### src/rtl/fp32_add_packer.sv
// fp32_add_packer: back end of the fp32 adder. Normalises the raw magnitude
// sum one left shift per clock, rounds to nearest-even and packs a binary32
// word. Specials (NaN/inf) bypass the datapath.
// Optional build macro: FP_PACK_FTZ_EN (flush denormal results to signed zero).
module fp32_add_packer #(
   parameter int EXP_W  = 8,
   parameter int FRAC_W = 23,
   parameter int MANT_W = 48
) (
   input  logic                    clk,
   input  logic                    rst_n,
   input  logic                    in_valid,
   output logic                    in_ready,
   input  logic                    legal,
   input  logic                    NaN_res,
   input  logic                    inf_res,
   input  logic                    res_sig,
   input  logic [EXP_W-1:0]        exp_max,
   input  logic [MANT_W:0]         sum_mant,
   output logic                    out_valid,
   input  logic                    out_ready,
   output logic [EXP_W+FRAC_W:0]   result
);

   typedef enum logic [1:0] {S_IDLE, S_NORM, S_ROUND, S_DONE} state_t;

   state_t        r_state;
   logic          r_in_ready;
   logic          r_out_valid;
   logic [31:0]   r_result;
   logic [47:0]   r_mant;
   logic [9:0]    r_exp;
   logic          r_sig;

   logic [47:0]   w_mant_in;
   logic [9:0]    w_exp_base;
   logic [31:0]   w_special_res;
   logic          w_g;
   logic          w_r;
   logic          w_s;
   logic [23:0]   w_k;
   logic [24:0]   w_ksum;
   logic [23:0]   w_kfin;
   logic [9:0]    w_efin;
   logic [7:0]    w_expf;
   logic [31:0]   w_round_res;
   logic          w_shift;

   // Carry pre-shift keeps the dropped bit as sticky in bit 0
   assign w_mant_in     = sum_mant[48] ? {sum_mant[48:2], sum_mant[1] | sum_mant[0]}
                                       : sum_mant[47:0];
   assign w_exp_base    = (exp_max == '0) ? 10'd1 : {2'b00, exp_max};
   assign w_special_res = NaN_res ? 32'h7FC0_0000 :
                          inf_res ? {res_sig, 8'hFF, 23'h0} : {res_sig, 31'h0};
   assign w_shift       = !r_mant[47] && (r_mant != '0) && (r_exp > 10'd1);

   // Round-to-nearest-even on the normalised mantissa and pack the word
   always_comb begin
      w_g    = r_mant[23];
      w_r    = r_mant[22];
      w_s    = |r_mant[21:0];
      w_k    = r_mant[47:24];
      w_ksum = {1'b0, w_k} + {24'd0, (w_g & (w_r | w_s | w_k[0]))};
      if (w_ksum[24]) begin
         w_kfin = w_ksum[24:1];
         w_efin = r_exp + 10'd1;
      end else begin
         w_kfin = w_ksum[23:0];
         w_efin = r_exp;
      end
      w_expf = w_kfin[23] ? w_efin[7:0] : 8'h00;
      if (w_efin >= 10'd255)
         w_round_res = {r_sig, 8'hFF, 23'h0};
      else if (r_mant == '0)
         w_round_res = {r_sig, 31'h0};
      else
         w_round_res = {r_sig, w_expf, w_kfin[22:0]};
`ifdef FP_PACK_FTZ_EN
      if ((w_round_res[30:23] == 8'h00) && (w_round_res[22:0] != 23'h0))
         w_round_res = {r_sig, 31'h0};
`else
`endif
   end

   // Control FSM with registered handshake outputs and datapath registers
   always_ff @(posedge clk or negedge rst_n) begin
      if (!rst_n) begin
         r_state     <= S_IDLE;
         r_in_ready  <= 1'b0;
         r_out_valid <= 1'b0;
         r_result    <= '0;
         r_mant      <= '0;
         r_exp       <= '0;
         r_sig       <= 1'b0;
      end else begin
         case (r_state)
            S_IDLE: begin
               if (!r_in_ready) begin
                  r_in_ready <= 1'b1;
               end else if (in_valid) begin
                  r_in_ready <= 1'b0;
                  r_sig      <= res_sig;
                  r_mant     <= w_mant_in;
                  r_exp      <= w_exp_base + {9'd0, sum_mant[48]};
                  if (!legal) begin
                     r_result <= w_special_res;
                     r_state  <= S_DONE;
                  end else begin
                     r_state  <= S_NORM;
                  end
               end
            end
            S_NORM: begin
               if (w_shift) begin
                  r_mant <= {r_mant[46:0], 1'b0};
                  r_exp  <= r_exp - 10'd1;
               end else begin
                  r_state <= S_ROUND;
               end
            end
            S_ROUND: begin
               r_result    <= w_round_res;
               r_out_valid <= 1'b1;
               r_state     <= S_DONE;
            end
            S_DONE: begin
               // Specials arrive here without out_valid; raise it one cycle later
               if (!r_out_valid) begin
                  r_out_valid <= 1'b1;
               end else if (out_ready) begin
                  r_out_valid <= 1'b0;
                  r_in_ready  <= 1'b1;
                  r_state     <= S_IDLE;
               end
            end
            default: r_state <= S_IDLE;
         endcase
      end
   end

   assign in_ready  = r_in_ready;
   assign out_valid = r_out_valid;
   assign result    = r_result;

endmodule

### config.mk
export PLATFORM = sky130hd
export DESIGN_NAME = fp32_add_packer
export DESIGN_NICKNAME = d
export VERILOG_FILES = /design/src/rtl/fp32_add_packer.sv
export SDC_FILE = /design/constraint.sdc
export NUM_CORES = 1
export LEC_CHECK = 0
export ABC_AREA = 1
export CORE_AREA = 2 2 120 122
export CTS_CLUSTER_DIAMETER = 50
export DETAILED_ROUTE_END_ITERATION = 6
export DIE_AREA = 0 0 122 124
export GPL_TIMING_DRIVEN = 0
export PLACE_DENSITY = 0.74
export SLEW_MARGIN = 20
export SYNTH_ARGS = -nofsm -noshare
export SYNTH_HDL_FRONTEND = slang
export SYNTH_SLANG_ARGS = --single-unit
export TNS_END_PERCENT = 1
### constraint.sdc
create_clock -name clk -period 2.1 [get_ports clk]
set_input_delay 0.315 -clock clk [delete_from_list [all_inputs] [get_ports clk]]
set_output_delay 0.315 -clock clk [all_outputs]
set_load 0.02 [all_outputs]
# Word level (Yosys, flattened, before mapping)
# Cells that the tools add are included.
dict set report op_classes {
  addsub 4
  mul 0
  div 0
  n_lt_le_gt_ge 2
  eq_ne 10
  shift 0
  mux 36
  bitwise 4
  n_reduce_logical 17
}
# operator n
set op_table {}
lappend op_table {{$mux W48} 4}
lappend op_table {{$mux W32} 4}
lappend op_table {{$pmux W48 S2} 1}
lappend op_table {{$mux W31} 3}
lappend op_table {{$pmux W32 S2} 1}
lappend op_table {{$logic_not A48 Y1} 1}
lappend op_table {{$reduce_bool A48 Y1} 1}
lappend op_table {{$mux W10} 4}
lappend op_table {{$add A24 B1 Y25} 1}
lappend op_table {{$mux W24} 1}
lappend op_table {{$reduce_or A22 Y1} 1}
lappend op_table {{$pmux W10 S2} 1}
lappend op_table {{$mux W8} 2}
lappend op_table {{$ne A2 B2 Y1 const B} 7}
lappend op_table {{$mux W2} 6}
lappend op_table {{$add A10 B1 Y10 const B} 1}
lappend op_table {{$ge A10 B8 Y1 const B} 1}
lappend op_table {{$gt A10 B1 Y1 const B} 1}
lappend op_table {{$sub A10 B1 Y10 const B} 1}
lappend op_table {{$add A8 B1 Y9} 1}
lappend op_table {{$logic_not A8 Y1} 1}
lappend op_table {{$pmux W2 S4} 1}
lappend op_table {{$reduce_and A4 Y1} 2}
lappend op_table {{$reduce_bool A2 Y1} 4}
lappend op_table {{other kinds (11)} 22}
dict set report totals {
  register_bits 95
  latchBits 0
  ramBits 0
  romBits 0
  in_bits 65
  output_inout_bits 34
  wordCells 80
  mem_count 0
}

# Depth between registers and ports, before layout
# Gate-level depths: netlist of the first run.
dict set report depth {
  ltp_word 10
  ltp_mapped 19
  depth_no_buf 17
}

# Worst setup path after synthesis of the first run
# OpenSTA, ideal clock, no wires.
dict set report synth_path {
  kind {reg-to-reg}
  from {register r_mant[24]}
  to {register r_result[23] (netlist: result[23])}
  setup_time_ns 0.116
  t_arrival_ns 2.007
  required_ns 1.984
  path_slack_ns -0.023
  stages_incl_launch_ff 16
  path_buffers 1
  period_less_slack_ns 2.123
  path_cell_list {dfrtp_1 > nand2_1 > inv_1 > ha_1 > nand2_1 > nor2_2 > nand2_2 > nor2_4 > nand3_2 > nor2_1 > xor2_1 > nor2_1 > buf_4 > nand3_2 > nand2_1 > nand2_1}
}
dict set report synth_between {
  elab_chain_cells 8
  elab_cells_between_ends 11
  cone_classes {1 x add/sub; 1 x order compare; 6 x mux; 2 x bitwise; 1 x reduce/logical}
}
# element line_no
set synth_lines {}
lappend synth_lines {{start: declaration} 31} ;# logic [47:0] r_mant;
lappend synth_lines {{start signal: assignment} 103} ;# r_mant <= w_mant_in;
lappend synth_lines {{start signal: assignment} 115} ;# r_mant <= {r_mant[46:0], 1'b0};
lappend synth_lines {{parallel branches: the longest is 6 deep, another holds $add A24 B1 Y25} n/a}
lappend synth_lines {{$mux W31 (*)} 72} ;# if (w_efin >= 10'd255)
lappend synth_lines {{$pmux W32 S2 (*)} 96} ;# case (r_state)
lappend synth_lines {{end signal: assignment} 106} ;# r_result <= w_special_res;
lappend synth_lines {{end signal: assignment} 122} ;# r_result <= w_round_res;
lappend synth_lines {{end: declaration} 30} ;# logic [31:0] r_result;
# Every way passes the cells marked *.
# A chain may end at the register's enable or synchronous reset.

# Worst setup path after layout of the first run
dict set report layout_path {
  from {register r_mant[24]}
  to {register r_result[5] (netlist: result[5])}
}
dict set report layout_between {
  elab_chain_cells 7
  elab_cells_between_ends 10
  cone_classes {1 x add/sub; 1 x order compare; 5 x mux; 2 x bitwise; 1 x reduce/logical}
}
# element line_no
set layout_lines {}
lappend layout_lines {{$or A1 B1 Y1} 63} ;# w_ksum = {1'b0, w_k} + {24'd0, (w_g & (w_r | w_s | w_k[0]))};
lappend layout_lines {{$and A1 B1 Y1} 63}
lappend layout_lines {{$add A24 B1 Y25} 63}
lappend layout_lines {{$mux W10 / $mux W24 (equally long branches)} 64} ;# if (w_ksum[24]) begin
lappend layout_lines {{$ge A10 B8 Y1 / $mux W31 (equally long branches)} {72, 74}}
lappend layout_lines {{$mux W31 (*)} 72}
lappend layout_lines {{$pmux W32 S2 (*)} 96}
# Mark *: on every way between the ends. The rest lies on a longest branch, timed or not.

==> out/metrics.csv, run 1 <==
metric,value,unit
status,finished with violations,
violations,setup timing,
first_pass_iters,5,
cp_data_arrival_time,2.42,ns
syn_to_final_growth,31.3,%
portBuffers,98,
ys_types,40,
clock_sinks,95,
setup.worst_path.start_class,flop,
yosysSeqAreaShare,35.2,%
design_area,8860,µm²
reg2reg_setup_slack,-0.09,ns
p_sw,0.00601,W
drc,0,
rr_startpoint,r_mant[24]$_DFFE_PN0P_,
yosysWarnings,0,
irDropWorstVdd,0.807,mV
final_cell_mix,"nand2_1, o21ai_0, clkdlybuf4s50_1",
cts-root-buf,clkbuf_16,
hold_violations,0,
rr_endpoint,result[5]$_DFFE_PN0P_,
synth_area,6750,µm²
power.leakage,4.39,nW
highest_layer,met4,
nNetsFinal,1239,
ios,99,
grt_antenna_before_repair,0,
syn_nets,1104,
p_int,0.00646,W
drv_slew,0,
routed_via_density,5.31,
dr_total_vias,7157,
cts_buffers,9,
ys_ff_latch,95,
cts_tree,built,
dieArea,15100,µm²
gp_congestion,0.936,
rsz0062_at_grt,yes,
yosys-top-cells-area,"dfrtp_1, nand2_1, o21ai_0",
grt_usage,26.3,%
syn_inst,1029,
syn_area_per_cell,6.56,µm²
cp-end-kind,flop,
met3WireLength,1080,µm
pwr-share-comb,58.9,%
hold_class,input pin to asynchronous set/reset pin,
finalCriticalPeriod,2.19,ns
hpwlAfterDp,14100,µm
criticalPathCategory,flop to flop,
max_freq,456,MHz
setup_violations,30,
clock_latency,0.35,ns
start_util,49.2,%
cap_viol_max_count,0,
skew,0.0109,ns
final_util,64.6,%
overflow,0,
ant_nets,0,
drive_gt1_share,14.0,%
seq_power_share,27.9,%
grt_pass1_wl,31700,µm
timing.slew.headroom,62.1,%
layout_commonest_cell,nand2_1,
postPlaceCellArea,7990,µm²
fillers,1248,
crit_required,2.33,ns
wl_per_cell,14.5,µm
die_x,122,µm
coreArea,13700,µm²
synth_top_area_share,35.2,%
clk_pin_slew,0.07,ns
cts_buffer_depth,2,
total_power,0.0125,W
sw_frac_of_total,48.2,%
p_clk_share,13.2,%
powerDensity,1410,nW/µm²
rows,43,
worst_pin_slew,0.566,ns
die_h,124,µm
routed_wl,19600,µm
setup-tns-final,-2.08,ns
antenna_cells,0,
m1WireLength,8690,µm
grt_pass1_vias,6681,
setup_slack,-0.0947,ns
dr.first_iter.drc_count,516,
yosysTopAreaCell,dfrtp_1,
critPathMaxFanout,5,
htree_levels,3,
dr_wl_met2,9360,µm
grt_max_degree,56,
finalCritPeriodShare,105,%
worst-r2r-cell-count,16,
## flip-flops by register name, summed over array words and instances (netlist names)
register,count
r_state,2
r_mant,48
in_ready,1
out_valid,1
result,32
r_sig,1
r_exp,10
## worst max path at each step
stage	startpoint	endpoint	slack, ns
global route	r_mant[37]$_DFFE_PN0P_	result[5]$_DFFE_PN0P_	-0.22
CTS	r_mant[23]$_DFFE_PN0P_	result[9]$_DFFE_PN0P_	-0.18
detailed placement	r_mant[23]$_DFFE_PN0P_	result[22]$_DFFE_PN0P_	-0.50
global placement	rst_n	r_mant[23]$_DFFE_PN0P_	-2.86
floorplan	r_mant[24]$_DFFE_PN0P_	result[23]$_DFFE_PN0P_	-0.02
finish	r_mant[24]$_DFFE_PN0P_	result[5]$_DFFE_PN0P_	-0.09
## cells in the mapped netlist (all sizes together)
library cell and n:
a31oi 2, clkinv 5, nor3 9, nor2 92, o2111ai 2, a21oi 32, nor3b 1, a31o 1
ha 10, xor2 22, nand3 102, o22ai 2, xnor2 6, a22oi 1, nand4 13, clkbuf 31
or2 1, a211oi 6, buf 29, and2 1, o21ai 123, o211ai 1, and3 1, inv 80
dfrtp 95, nand2 360, nor4 1
## logic make-up after synthesis
logic type / count (synthesis) / synth area share [%]
simple gates: 581 / 37.3
compound gates: 170 / 13.3
buf+inv: 145 / 8.73
flops: 95 / 35.2
xor+xnor: 28 / 3.63
fa+ha+maj: 10 / 1.85
## routing by layer
metal,global-route usage [%],vias up
met5,0,-
met4,9.55,0
met3,3.53,37
met2,43.9,249
met1,35.2,3284
li1,-,3587
## critical path: stages (launching register included)
cell,delay (ns)
dfrtp_2,0.43
nand2_4,0.07
inv_2,0.07
ha_4,0.14
nand2_4,0.06
nor2_4,0.12
nand2_4,0.09
nor2_4,0.14
buf_6,0.14
nand4_1,0.07
nand2_1,0.11
nand2_1,0.08
nor2_2,0.15
nand2_4,0.10
nand2_4,0.10
buf_6,0.14
o21ai_1,0.06
## area by class of cell
type,instances,area [µm²],share of cell area (%)
Multi-Input combinational cell,789,4020,45.3
Sequential cell,95,2390,27.0
Timing Repair Buffer,124,1240,14.0
Buffer,60,362,4.08
Inverter,85,337,3.80
Clock buffer,10,229,2.58
Tap cell,180,225,2.54
Clock inverter,6,61.3,0.692
## power groups by stage
stage	registers [W]	clock network (W)	logic (W)
2_1_floorplan	0.00358	0	0.00430
3_3_place_gp	0.00343	0	0.00640
3_5_place_dp	0.00345	0	0.00654
4_1_cts	0.00343	0.00165	0.00692
5_1_grt	0.00359	0.00171	0.00824
6_report	0.00348	0.00165	0.00734
## metrics by stage
step	hold slack (ns)	cells	setup slack (ns)
CTS	0.456	1341	-0.179
global placement	0.464	1307	-2.86
floorplan	0.0194	1029	-0.0233
detailed placement	0.248	1308	-0.500
global route	0.483	1349	-0.216
finish	0.437	1349	-0.0947
## timing repair
| item | 4_1_cts | 5_1_grt |
|---|---|---|
| pin swaps | 14 | 17 |
| resized for setup | 64 | 66 |
| endpoints found under the setup margin | 90 | 88 |
| gates cloned | 3 | 1 |
| setup buffers | 13 | 7 |
| hold buffers | 1 | 0 |
| hold endpoints to repair | 40 | 0 |
Power figures use the tool's default switching activity.
==> run 2: changes to the inputs <==
Settings changed: HOLD_SLACK_MARGIN from default to 0.03.
==> results of run 2 <==
No change in the layout: final DEF, timing and power equal those of run 1.
==> run 3: changes to the inputs <==
Settings changed: CAP_MARGIN from default to 25.
==> results of run 3 <==
No change in the layout: final DEF, timing and power equal those of run 1.
